--- src/rtl/mine_pkg.sv ---
// ============================================================================
// mine_pkg : board geometry, FSM encoding and popcount shared by RNG and engine
// Rev 1.0
// ============================================================================
`default_nettype none

package mine_pkg;

  localparam int ROWS  = 5;
  localparam int COLS  = 5;
  localparam int CELLS = ROWS * COLS;
  localparam int CNT_W = 4;
  localparam int IDX_W = 5;

  typedef enum logic [1:0] {
    IDLE = 2'd0,
    SCAN = 2'd1,
    DONE = 2'd2
  } state_t;

  function automatic logic [IDX_W-1:0] popcount(input logic [CELLS-1:0] m);
    logic [IDX_W-1:0] n;
    n = '0;
    for (int i = 0; i < CELLS; i++) begin
      n = n + IDX_W'(m[i]);
    end
    return n;
  endfunction

endpackage

`default_nettype wire

--- src/rtl/mine_count_engine_if.sv ---
// ============================================================================
// mine_count_engine_if : start/map input and per-cell result stream
// Rev 1.0
// ============================================================================
`default_nettype none

interface mine_count_engine_if;
  import mine_pkg::*;

  logic             in_start;
  logic [CELLS-1:0] in_mines;
  logic             in_ready;
  logic             out_valid;
  logic [IDX_W-1:0] out_index;
  logic [CNT_W-1:0] out_count;
  logic             out_is_mine;
  logic             out_busy;
  logic             out_done;
  logic [IDX_W-1:0] out_total;

  modport slave (
    input  in_start, in_mines, in_ready,
    output out_valid, out_index, out_count, out_is_mine,
    output out_busy, out_done, out_total
  );

  modport master (
    output in_start, in_mines, in_ready,
    input  out_valid, out_index, out_count, out_is_mine,
    input  out_busy, out_done, out_total
  );

endinterface

`default_nettype wire

--- src/rtl/neighbor_counter.sv ---
// ============================================================================
// neighbor_counter : clipped 8-neighbourhood mine count for one cell
// Rev 1.0
// ============================================================================
`default_nettype none

module neighbor_counter
  import mine_pkg::*;
(
  input  logic [CELLS-1:0] map,
  input  logic [IDX_W-1:0] idx,
  output logic [CNT_W-1:0] count,
  output logic             is_mine
);

  always_comb begin
    int row;
    int col;
    count   = '0;
    is_mine = map[idx];
    row     = int'(idx) / COLS;
    col     = int'(idx) % COLS;
    // Taps outside the board are dropped, so row ends never wrap into the next row.
    for (int dr = -1; dr <= 1; dr++) begin
      for (int dc = -1; dc <= 1; dc++) begin
        if (!(dr == 0 && dc == 0) &&
            (row + dr >= 0) && (row + dr < ROWS) &&
            (col + dc >= 0) && (col + dc < COLS)) begin
          count = count + CNT_W'(map[IDX_W'((row + dr) * COLS + (col + dc))]);
        end
      end
    end
  end

endmodule

`default_nettype wire

--- src/rtl/mine_count_engine.sv ---
// ============================================================================
// mine_count_engine : snapshots a mine map and streams per-cell counts 0..24
// Rev 1.0
// ============================================================================
`default_nettype none

module mine_count_engine
  import mine_pkg::*;
(
  input  logic                 in_clka,
  input  logic                 in_reset,
  mine_count_engine_if.slave   bus
);

  state_t           state_q, state_d;
  logic [CELLS-1:0] snap_q,  snap_d;
  logic [IDX_W-1:0] idx_q,   idx_d;
  logic [IDX_W-1:0] total_q, total_d;

  logic [CNT_W-1:0] nb_count;
  logic             nb_mine;

  neighbor_counter u_nbr (
    .map     (snap_q),
    .idx     (idx_q),
    .count   (nb_count),
    .is_mine (nb_mine)
  );

  always_ff @(negedge in_clka or posedge in_reset) begin
    if (in_reset) begin
      state_q <= IDLE;
      snap_q  <= '0;
      idx_q   <= '0;
      total_q <= '0;
    end else begin
      state_q <= state_d;
      snap_q  <= snap_d;
      idx_q   <= idx_d;
      total_q <= total_d;
    end
  end

  always_comb begin
    state_d = state_q;
    snap_d  = snap_q;
    idx_d   = idx_q;
    total_d = total_q;
    case (state_q)
      IDLE: begin
        if (bus.in_start) begin
          snap_d  = bus.in_mines;
          idx_d   = '0;
          state_d = SCAN;
        end
      end
      SCAN: begin
        if (bus.in_ready) begin
          if (idx_q == IDX_W'(CELLS - 1)) begin
            total_d = popcount(snap_q);
            state_d = DONE;
          end else begin
            idx_d = idx_q + IDX_W'(1);
          end
        end
      end
      DONE:    state_d = IDLE;
      default: state_d = IDLE;
    endcase
  end

  // Beat fields are zeroed outside SCAN so idle outputs read as all-zero.
  logic scan_active;
  assign scan_active     = (state_q == SCAN);

  assign bus.out_valid   = scan_active;
  assign bus.out_index   = scan_active ? idx_q    : '0;
  assign bus.out_count   = scan_active ? nb_count : '0;
  assign bus.out_is_mine = scan_active ? nb_mine  : 1'b0;
  assign bus.out_busy    = (state_q == SCAN) || (state_q == DONE);
  assign bus.out_done    = (state_q == DONE);
  assign bus.out_total   = total_q;

endmodule

`default_nettype wire

--- src/flat_wrapper.sv ---
// flat-port wrapper written by rule: the top's interface ports become plain ports
module mine_count_engine_flat import mine_pkg::*;
  (in_clka, in_reset, bus_in_start, bus_in_mines, bus_in_ready, bus_out_valid, bus_out_index, bus_out_count, bus_out_is_mine, bus_out_busy, bus_out_done, bus_out_total);
  mine_count_engine_if bus_i ();
  input  logic in_clka;
  input  logic in_reset;
  input wire logic [$bits(bus_i.in_start)-1:0] bus_in_start;
  input wire logic [$bits(bus_i.in_mines)-1:0] bus_in_mines;
  input wire logic [$bits(bus_i.in_ready)-1:0] bus_in_ready;
  output wire logic [$bits(bus_i.out_valid)-1:0] bus_out_valid;
  output wire logic [$bits(bus_i.out_index)-1:0] bus_out_index;
  output wire logic [$bits(bus_i.out_count)-1:0] bus_out_count;
  output wire logic [$bits(bus_i.out_is_mine)-1:0] bus_out_is_mine;
  output wire logic [$bits(bus_i.out_busy)-1:0] bus_out_busy;
  output wire logic [$bits(bus_i.out_done)-1:0] bus_out_done;
  output wire logic [$bits(bus_i.out_total)-1:0] bus_out_total;
  assign bus_i.in_start = bus_in_start;
  assign bus_i.in_mines = bus_in_mines;
  assign bus_i.in_ready = bus_in_ready;
  assign bus_out_valid = bus_i.out_valid;
  assign bus_out_index = bus_i.out_index;
  assign bus_out_count = bus_i.out_count;
  assign bus_out_is_mine = bus_i.out_is_mine;
  assign bus_out_busy = bus_i.out_busy;
  assign bus_out_done = bus_i.out_done;
  assign bus_out_total = bus_i.out_total;
  mine_count_engine u_core (.in_clka(in_clka), .in_reset(in_reset), .bus(bus_i));
endmodule
--- config.mk ---
export PLATFORM = sky130hd
export DESIGN_NAME = mine_count_engine_flat
export DESIGN_NICKNAME = d
export VERILOG_FILES = /design/src/rtl/mine_pkg.sv /design/src/rtl/mine_count_engine_if.sv /design/src/rtl/neighbor_counter.sv /design/src/rtl/mine_count_engine.sv /design/src/flat_wrapper.sv
export SDC_FILE = /design/constraint.sdc
export NUM_CORES = 1
export LEC_CHECK = 0
export ABC_AREA = 1
export BUFFER_PORTS_ARGS = -buffer_cell sky130_fd_sc_hd__buf_2
export CAP_MARGIN = 30
export CORE_UTILIZATION = 55
export DETAILED_ROUTE_END_ITERATION = 7
export HOLD_SLACK_MARGIN = 0.05
export PLACE_DENSITY = 0.8
export SKIP_CTS_REPAIR_TIMING = 1
export SYNTH_ARGS = -nofsm -noshare
export SYNTH_HDL_FRONTEND = slang
export SYNTH_HIERARCHICAL = 1
export SYNTH_SLANG_ARGS = --single-unit
--- constraint.sdc ---
create_clock -name in_clka -period 20 [get_ports in_clka]
set_input_delay 0 -clock in_clka [delete_from_list [all_inputs] [get_ports in_clka]]
set_output_delay 0 -clock in_clka [all_outputs]
set_load 0.005 [all_outputs]
# --- After elaboration in Yosys (flattened, before gate mapping) ---
# Index checks and enable logic that the tools add are counted.
totals:
  regBits: 37
  in_bits: 29
  out_inout_bits: 18
  elab_cells: 152
classes:
  addsub: 44
  multipliers: 3
  n_div: 2
  magnitude_cmp: 21
  n_eq_ne: 7
  mux: 45
  reduce_logical: 26
op_table:
  columns: ["operator", "n"]
  rows:
  - ["greater-or-equal comparator 32 x 1 -> 1 bit (second input constant)", 6]
  - ["less-than comparator 32 x 4 -> 1 bit (second input constant)", 6]
  - ["adder 5 x 1 -> 5 bit", 23]
  - ["multiplier 32 x 4 -> 5 bit (second input constant)", 3]
  - ["adder 32 x 1 -> 32 bit (second input constant)", 2]
  - ["adder 32 x 2 -> 32 bit (second input constant)", 2]
  - ["less-than comparator 5 x 7 -> 1 bit (second input constant)", 8]
  - ["binary-select mux 1 bit (select 5 bit)", 9]
  - ["adder 5 bit", 8]
  - ["divider 6 x 4 -> 32 bit (second input constant)", 1]
  - ["remainder unit 6 x 4 -> 32 bit (second input constant)", 1]
  - ["2-to-1 mux 4 bit", 8]
  - ["adder 4 x 1 -> 4 bit", 6]
  - ["2-to-1 mux 5 bit", 4]
  - ["logical AND 1 bit", 19]
  - ["2-to-1 mux 1 bit", 19]
  - ["case mux 5 bit (2 select lines)", 1]
  - ["inequality test 2 bit (second input constant)", 4]
  - ["less-than comparator 5 x 6 -> 1 bit (second input constant)", 1]
  - ["2-to-1 mux 2 bit", 3]
  - ["AND reduction 3 bit", 2]
  - ["adder 5 x 1 -> 5 bit (second input constant)", 1]
  - ["== test 5 bit (second input constant)", 1]
  - ["adder 1 x 1 -> 2 bit", 2]
  - ["other kinds (8)", 8]

# --- Longest topological paths before layout ---
# Gate-level depths: netlist of the first run.
depth:
  word_depth: 24
  depth_mapped: 66
  mapped_depth_nobuf: 63

# --- Cells and area by module ---
# The synthesis of the first run kept the hierarchy.
by_module_without_submodules:
  columns: ["mod", "n_inst", "cells_each", "area_each_um2", "seq_area_each_um2"]
  rows:
  - ["neighbor_counter", 1, 811, 4595.7, 0.0]
  - ["mine_count_engine", 1, 265, 2294.7, 925.9]

==> results of run 1 <==
[cells by family (layout without fill, tap and decap cells)]
logic type	after synthesis	after routing	share of synthesized area, %
compound gates	166	166	13.17
xor+xnor	39	39	5.066
fa+ha+maj	89	89	18.52
buf+inv	202	273	11.55
flops	37	37	13.44
mux	9	9	1.416
simple gates	534	535	36.84
[state kept, by name, indices dropped and copies added (netlist names)]
name,count
u_core/bus.out_total,5
u_core/idx_q,5
u_core/snap_q,25
u_core/state_q,2
[through the flow]
stage	hold slack [ns]	worst slack, ns	instances	cell area [sq um]
2_1_floorplan	0.4256	0.3575	1076	6890
3_3_place_gp	0.4130	0.3334	1284	7320
3_5_place_dp	0.4197	0.03412	1284	7320
4_1_cts	0.4197	-0.3240	1292	7492
5_1_grt	0.4428	-0.04431	1316	7899
6_report	0.4153	0.5722	1316	7899
[placed cells by master (no fill, tap or decap), drive strengths merged, types with 5 or more instances in the layout]
cell type,netlist,routed
and2,5,5
xor2,18,18
dfrtn,37,37
buf,7,82
xnor2,21,21
clkbuf,12,7
o211ai,6,6
ha,66,66
nand4,16,16
mux2,6,6
nand2,311,312
nor3,9,9
or2,12,12
o21ai,80,80
fa,22,22
nand3,86,86
nor2,95,95
inv,179,178
a21oi,63,63
[worst min-delay path, delay by kind of cell, from the launching register on]
family / cells / cell delay (ns)
flip-flops: 1 / 0.40
AND/OR/NAND/NOR: 2 / 0.10
[worst min-delay path by stage]
stage	cells after the start	startpoint	slack, ns	end
finish	2	u_core/bus.out_total[1]	0.42	u_core/bus.out_total[1]
global route	2	u_core/bus.out_total[1]	0.44	u_core/bus.out_total[1]
CTS	2	u_core/bus.out_total[1]	0.42	u_core/bus.out_total[1]
detailed placement	2	u_core/bus.out_total[1]	0.42	u_core/bus.out_total[1]
global placement	2	u_core/bus.out_total[1]	0.41	u_core/bus.out_total[1]
floorplan	2	u_core/bus.out_total[0]	0.43	u_core/bus.out_total[0]
[final cells by class]
class / count / area, sq um / share of cell area (%)
multi-input combinational: 838 / 5389 / 68.22
sequential: 37 / 925.9 / 11.72
inverter: 183 / 693.2 / 8.776
timing repair buffer: 82 / 508.0 / 6.431
tap: 168 / 210.2 / 2.661
clock buffer: 7 / 142.6 / 1.806
clock inverter: 1 / 30.03 / 0.3802
[Yosys cell counts, types with 4 or more instances]
cell type  count
clkbuf_1      11
nand3_4        4
o211ai_1       6
nor2_2         5
and2_1         5
nand2_4        9
nand2_2       16
xor2_1        17
inv_1        167
nand4_1       14
nor3_1         6
inv_2         12
mux2_2         6
o21ai_0       73
nand3_2       11
a21oi_1       61
or2_2          9
o21ai_1        5
ha_1          66
nand2_1      285
nor2_1        85
fa_1          22
clkinv_1       4
dfrtn_1       37
nand3_1       71
xnor2_1       21
nor2_4         4
a31oi_1        4
[routing by layer]
layer / up-vias / share of wire, %
li1: 3588 / -
met1: 3208 / 43
met2: 262 / 48
met3: 45 / 5.7
met4: 0 / 3.0
met5: - / 0
==> run summary, run 1 <==
Floorplan
- 12980 sq um — Die Area
- 56.89% — Initial Util
- 47 — top-level port count
- 113.9 um — Die W
- 40 — number of cell rows
- 12110 sq um — core outline area
- 113.9 um — vertical die dimension

Yosys
- 37 — number of synthesized register bits
- dfrtn_1 — ys flop type
- nand2_1 — biggest area consumer among synthesized cells
- 6.404 sq um — per-instance average area after synthesis
- 1076 — instance count of the mapped netlist
- 6890 sq um — Netlist Area Pre-Place
- nand2_1 (16%), dfrtn_1 (13%), ha_1 (12%) — main area contributors after synthesis
- 1193 — number of nets in the synthesized netlist
- 100.0% — async set or reset register ratio after synthesis
- 13.44% — fraction of the yosys area taken by sequential cells
- 15.53% — area share of the leading cell type in the synthesized netlist
- 6 — Syn. warnings
- 0 — EDFF count, synth
- 53 — unique cell type count in the Yosys netlist

Drt
- 5.397 — average vias per placed instance
- 0 — DRC Markers
- 13.88 um — wire length per cell after detailed routing
- 6 — number of detailed-routing iterations run before antenna repair
- 0 — remaining antenna violation count
- 564 — DRC marker count from the first detailed-route iteration
- 18.26 mm — total wire length
- 7103 — routed via count

Placement
- 14.04 mm — HPWL after detailed placement
- 46 — number of buffer cells added on primary ports
- 0.9558 — final weighted congestion in routability-driven placement

Layout
- 1264 — Final #Nets
- 0 — antenna fix cells
- 1071 — final-layout fill cell count
- 14.64% — layout overhead on the synthesized area
- 18.29% — share of post-route cells with drive strength above 1
- 65.22% — Finished Core Util

Clocking
- 2 — number of H-tree levels
- 37 — Clock Sinks
- 5 — number of buffers added by the clock tree synthesis step
- 0.04 ns — Worst-path clk slew
- done — TritonCTS clock tree
- 2 — Longest Clk Path Bufs
- 0.30 ns — Skew-Pair Late Insertion Delay
- clkbuf_16 — clock tree root driver cell

Setup path
- 19.43 ns — data arrival time of the worst path
- 13 — R2R depth
- u_core/snap_q[0] — startpoint of the worst register-to-register path
- dfrtn_1 — Crit-path slowest cell
- 12 — Buffers & Inverters on Critical Path
- flop — startpoint kind of the worst setup timing path
- 59 — cell depth of the worst setup path
- 0.52 ns — critical path's largest stage delay
- ha_1 — Most Frequent Cell on Critical Path
- primary output — kind of end point of the critical path
- flop to primary output — worst setup path category
- u_core/idx_q[4] — launch point of the worst path
- 15.44 ns — setup slack, reg-to-reg
- u_core/bus.out_total[4] — reg-to-reg critical path endpoint
- bus_out_count[1] — Critical Path End
- 7 — maximum fanout count along the critical path
- adder cells — largest delay contributor family on the critical path
- 20.00 ns — Crit path required time

STA
- 0 ns — Setup Total Neg Slack
- 0 — number of pins with negative max-slew slack in the final report
- 46.14% — remaining max-slew budget at the tightest pin
- 0 — Setup-failing EPs final
- 0.7994 ns — worst slew pin tran
- 0.004990 ns — Layout Skew
- 0 — Hold Fails Final Rpt

Global routing
- 0 — number of antenna violations at the first check in global routing
- 29.16 mm — wire length of the first global-routing pass
- 27.87% — total track usage
- met2 — peak-usage layer in the global routing report
- 6322 — via count of the first global-routing pass
- 46 — largest net degree at the start of global routing
- 0 — overflow left after global routing
- 48.53% — met2 Track Usage GR
- 2.444% — met3 usage
- 36.41% — Global Route met1 Usage

Min path
- flop to flop — worst min-delay path class

Job
- 0 — number of maximum-capacitance violations

Status
- finished clean — run status

Power of run 1 is left out: the tool's default activity adds up to more than one toggle a clock period on the data nets, which glitch-free logic cannot reach.
==> inputs of run 2 (changes only) <==
ABC_AREA = 0   (was 1)
PLACE_DENSITY = 0.74   (was 0.8)
clock period = 21.8 ns   (was 20 ns; I/O delays follow)
==> run summary, run 2 <==
Layout
- 945 — Final Non-Filler Cells
- 893 — Final #Nets
- 1016 — final-layout fill cell count
- inv_1 — leading cell type in the layout, fill and taps excluded
- 30.12% — share of post-route cells with drive strength above 1
- u_core/snap_q — top register by number of flip-flops
- 0 — antenna fix cells
- 7801 sq um — final instance area
- 25 — Largest register FFs
- 12.91% — layout overhead on the synthesized area
- inv_1 (62), ha_1 (59), mux2_2 (49), buf_2 (46) — commonest cells after routing, fill and taps aside

Floorplan
- 12110 sq um — core outline area
- 57.05% — Initial Util
- 114.1 um — vertical die dimension
- 47 — top-level port count
- 114.1 um — Die W
- 13010 sq um — Die Area
- 40 — number of cell rows

Drt
- 17.87 mm — total wire length
- 5940 — routed via count
- 18.91 um — wire length per cell after detailed routing
- 6.286 — average vias per placed instance
- 5 — number of detailed-routing iterations run before antenna repair
- 0 — remaining antenna violation count
- 446 — DRC marker count from the first detailed-route iteration
- 0 — DRC Markers

Job
- 0 — number of maximum-capacitance violations

Setup path
- primary output — kind of end point of the critical path
- 21.80 ns — Crit path required time
- ha_1 — Most Frequent Cell on Critical Path
- 12 — R2R depth
- 10 — maximum fanout count along the critical path
- 0.52 ns — critical path's largest stage delay
- u_core/bus.out_total[4] — reg-to-reg critical path endpoint
- 17.29 ns — setup slack, reg-to-reg
- u_core/idx_q[2] — launch point of the worst path
- flop — startpoint kind of the worst setup timing path
- flop to primary output — worst setup path category
- dfrtn_1 — Crit-path slowest cell
- 21.32 ns — data arrival time of the worst path
- u_core/snap_q[0] — startpoint of the worst register-to-register path

Placement
- 924 — count of placed standard cells including taps
- 14.38 mm — HPWL after detailed placement
- 0.9430 — final weighted congestion in routability-driven placement
- 46 — number of buffer cells added on primary ports
- 7390 sq um — post-place instance area

Yosys
- 714 — instance count of the mapped netlist
- dfrtn_1 — biggest area consumer among synthesized cells
- 100.0% — async set or reset register ratio after synthesis
- 98 — unique cell type count in the Yosys netlist
- 6 — Syn. warnings
- 6909 sq um — Netlist Area Pre-Place
- 831 — number of nets in the synthesized netlist
- dfrtn_1 — ys flop type
- inv_1 — cell with the most instances after synthesis
- dfrtn_1 (13%), ha_1 (12%), mux4_2 (9.8%) — main area contributors after synthesis
- 9.677 sq um — per-instance average area after synthesis
- 13.40% — fraction of the yosys area taken by sequential cells
- 37 — number of synthesized register bits
- 13.40% — area share of the leading cell type in the synthesized netlist
- 0 — EDFF count, synth
- inv_1 (67), ha_1 (66), mux2_2 (49) — top cells by instance count after synthesis

Min path
- u_core/bus.out_total[0] — hold wc startpoint
- u_core/bus.out_total[0] — WHS Endpoint
- 1 — Worst Hold Path Cells
- flop to flop — worst min-delay path class

Global routing
- 39 — largest net degree at the start of global routing
- 28.86% — total track usage
- 0 — overflow left after global routing
- 29.64 mm — wire length of the first global-routing pass
- 6050 — via count of the first global-routing pass
- 0 — number of antenna violations at the first check in global routing

STA
- 49.18% — remaining max-slew budget at the tightest pin
- 0 ns — Setup Total Neg Slack
- 0.004134 ns — Layout Skew
- 0 — number of pins with negative max-slew slack in the final report
- 0 — Hold Fails Final Rpt
- 0.7623 ns — worst slew pin tran
- 0 — Setup-failing EPs final

Clocking
- 37 — Clock Sinks
- done — TritonCTS clock tree
- 2 — Longest Clk Path Bufs
- 0.30 ns — Skew-Pair Late Insertion Delay
- clkbuf_16 — clock tree root driver cell
- 5 — number of buffers added by the clock tree synthesis step
- 2 — number of H-tree levels
- 0.04 ns — Worst-path clk slew

Status
- finished clean — run status

==> run 2: changes by cell type after synthesis, moves of 16 or more <==
cell | before | now
a21oi_1 | 61 | 31
inv_1 | 167 | 67
a21o_1 | 1 | 17
nand2_1 | 285 | 33
mux4_2 | 0 | 30
nor2_1 | 85 | 38
o21ai_0 | 73 | 19
mux2_2 | 6 | 49
nand3_1 | 71 | 12
==> run 2: worst max-delay path, delay by kind of cell (launching register included) <==
kind,cells,cell delay (ns)
AND/OR/NAND/NOR,13,2.00
flip-flops,1,0.52
adder cells (fa/ha/maj),15,4.12
XOR/XNOR,1,0.25
multiplexers,5,1.41
buffers and inverters,6,0.43
AO/OA/AOI/OAI,8,1.35
==> run 2: per-stage QoR <==
stage	hold WS, ns	setup WS (ns)	util [%]
2_1_floorplan	0.4434	0.4487	-
3_3_place_gp	0.4311	0.5001	60.79
3_5_place_dp	0.4385	0.1056	61.01
4_1_cts	0.4384	-0.2442	62.27
5_1_grt	0.4552	-0.02113	64.41
6_report	0.4323	0.4800	64.41
==> run 2: how the worst max path moves through the flow <==
stage	endpoint	slack [ns]	depth (start not counted)
global placement	bus_out_count[1]	0.50	48
detailed placement	bus_out_count[1]	0.11	46
CTS	bus_out_count[1]	-0.24	46
floorplan	bus_out_count[1]	0.45	48
global route	bus_out_count[1]	-0.02	50
finish	bus_out_count[1]	0.48	48
==> run 2: cell type report <==
cell class	count	area, sq um	area share, %
multi-input cells	587	5768	73.94
repair buffers	76	479.2	6.143
clock inverters	2	13.76	0.1764
clock buffers	6	138.9	1.780
flip-flops and latches	37	925.9	11.87
well taps	168	210.2	2.694
inverters	69	265.3	3.400
==> run 2: per-layer routing <==
layer	routed length (um)	GRT usage (%)	vias up
met5	0	0	-
met4	726	12.64	0
met3	672	2.276	51
met2	8767	50.26	210
met1	7708	36.86	2902
li1	-	-	2777
==> run 2: cells by family (layout without fill, tap and decap cells) <==
group           after synthesis  after routing  synth area share, %
flops                        37             37                13.40
buf+inv                      90            153                5.306
xor+xnor                     56             56                8.421
fa+ha+maj                    94             94                19.20
compound gates              167            167                18.62
mux                          95             95                20.54
simple gates                175            175                14.52
Power of run 2 is left out for the same reason.
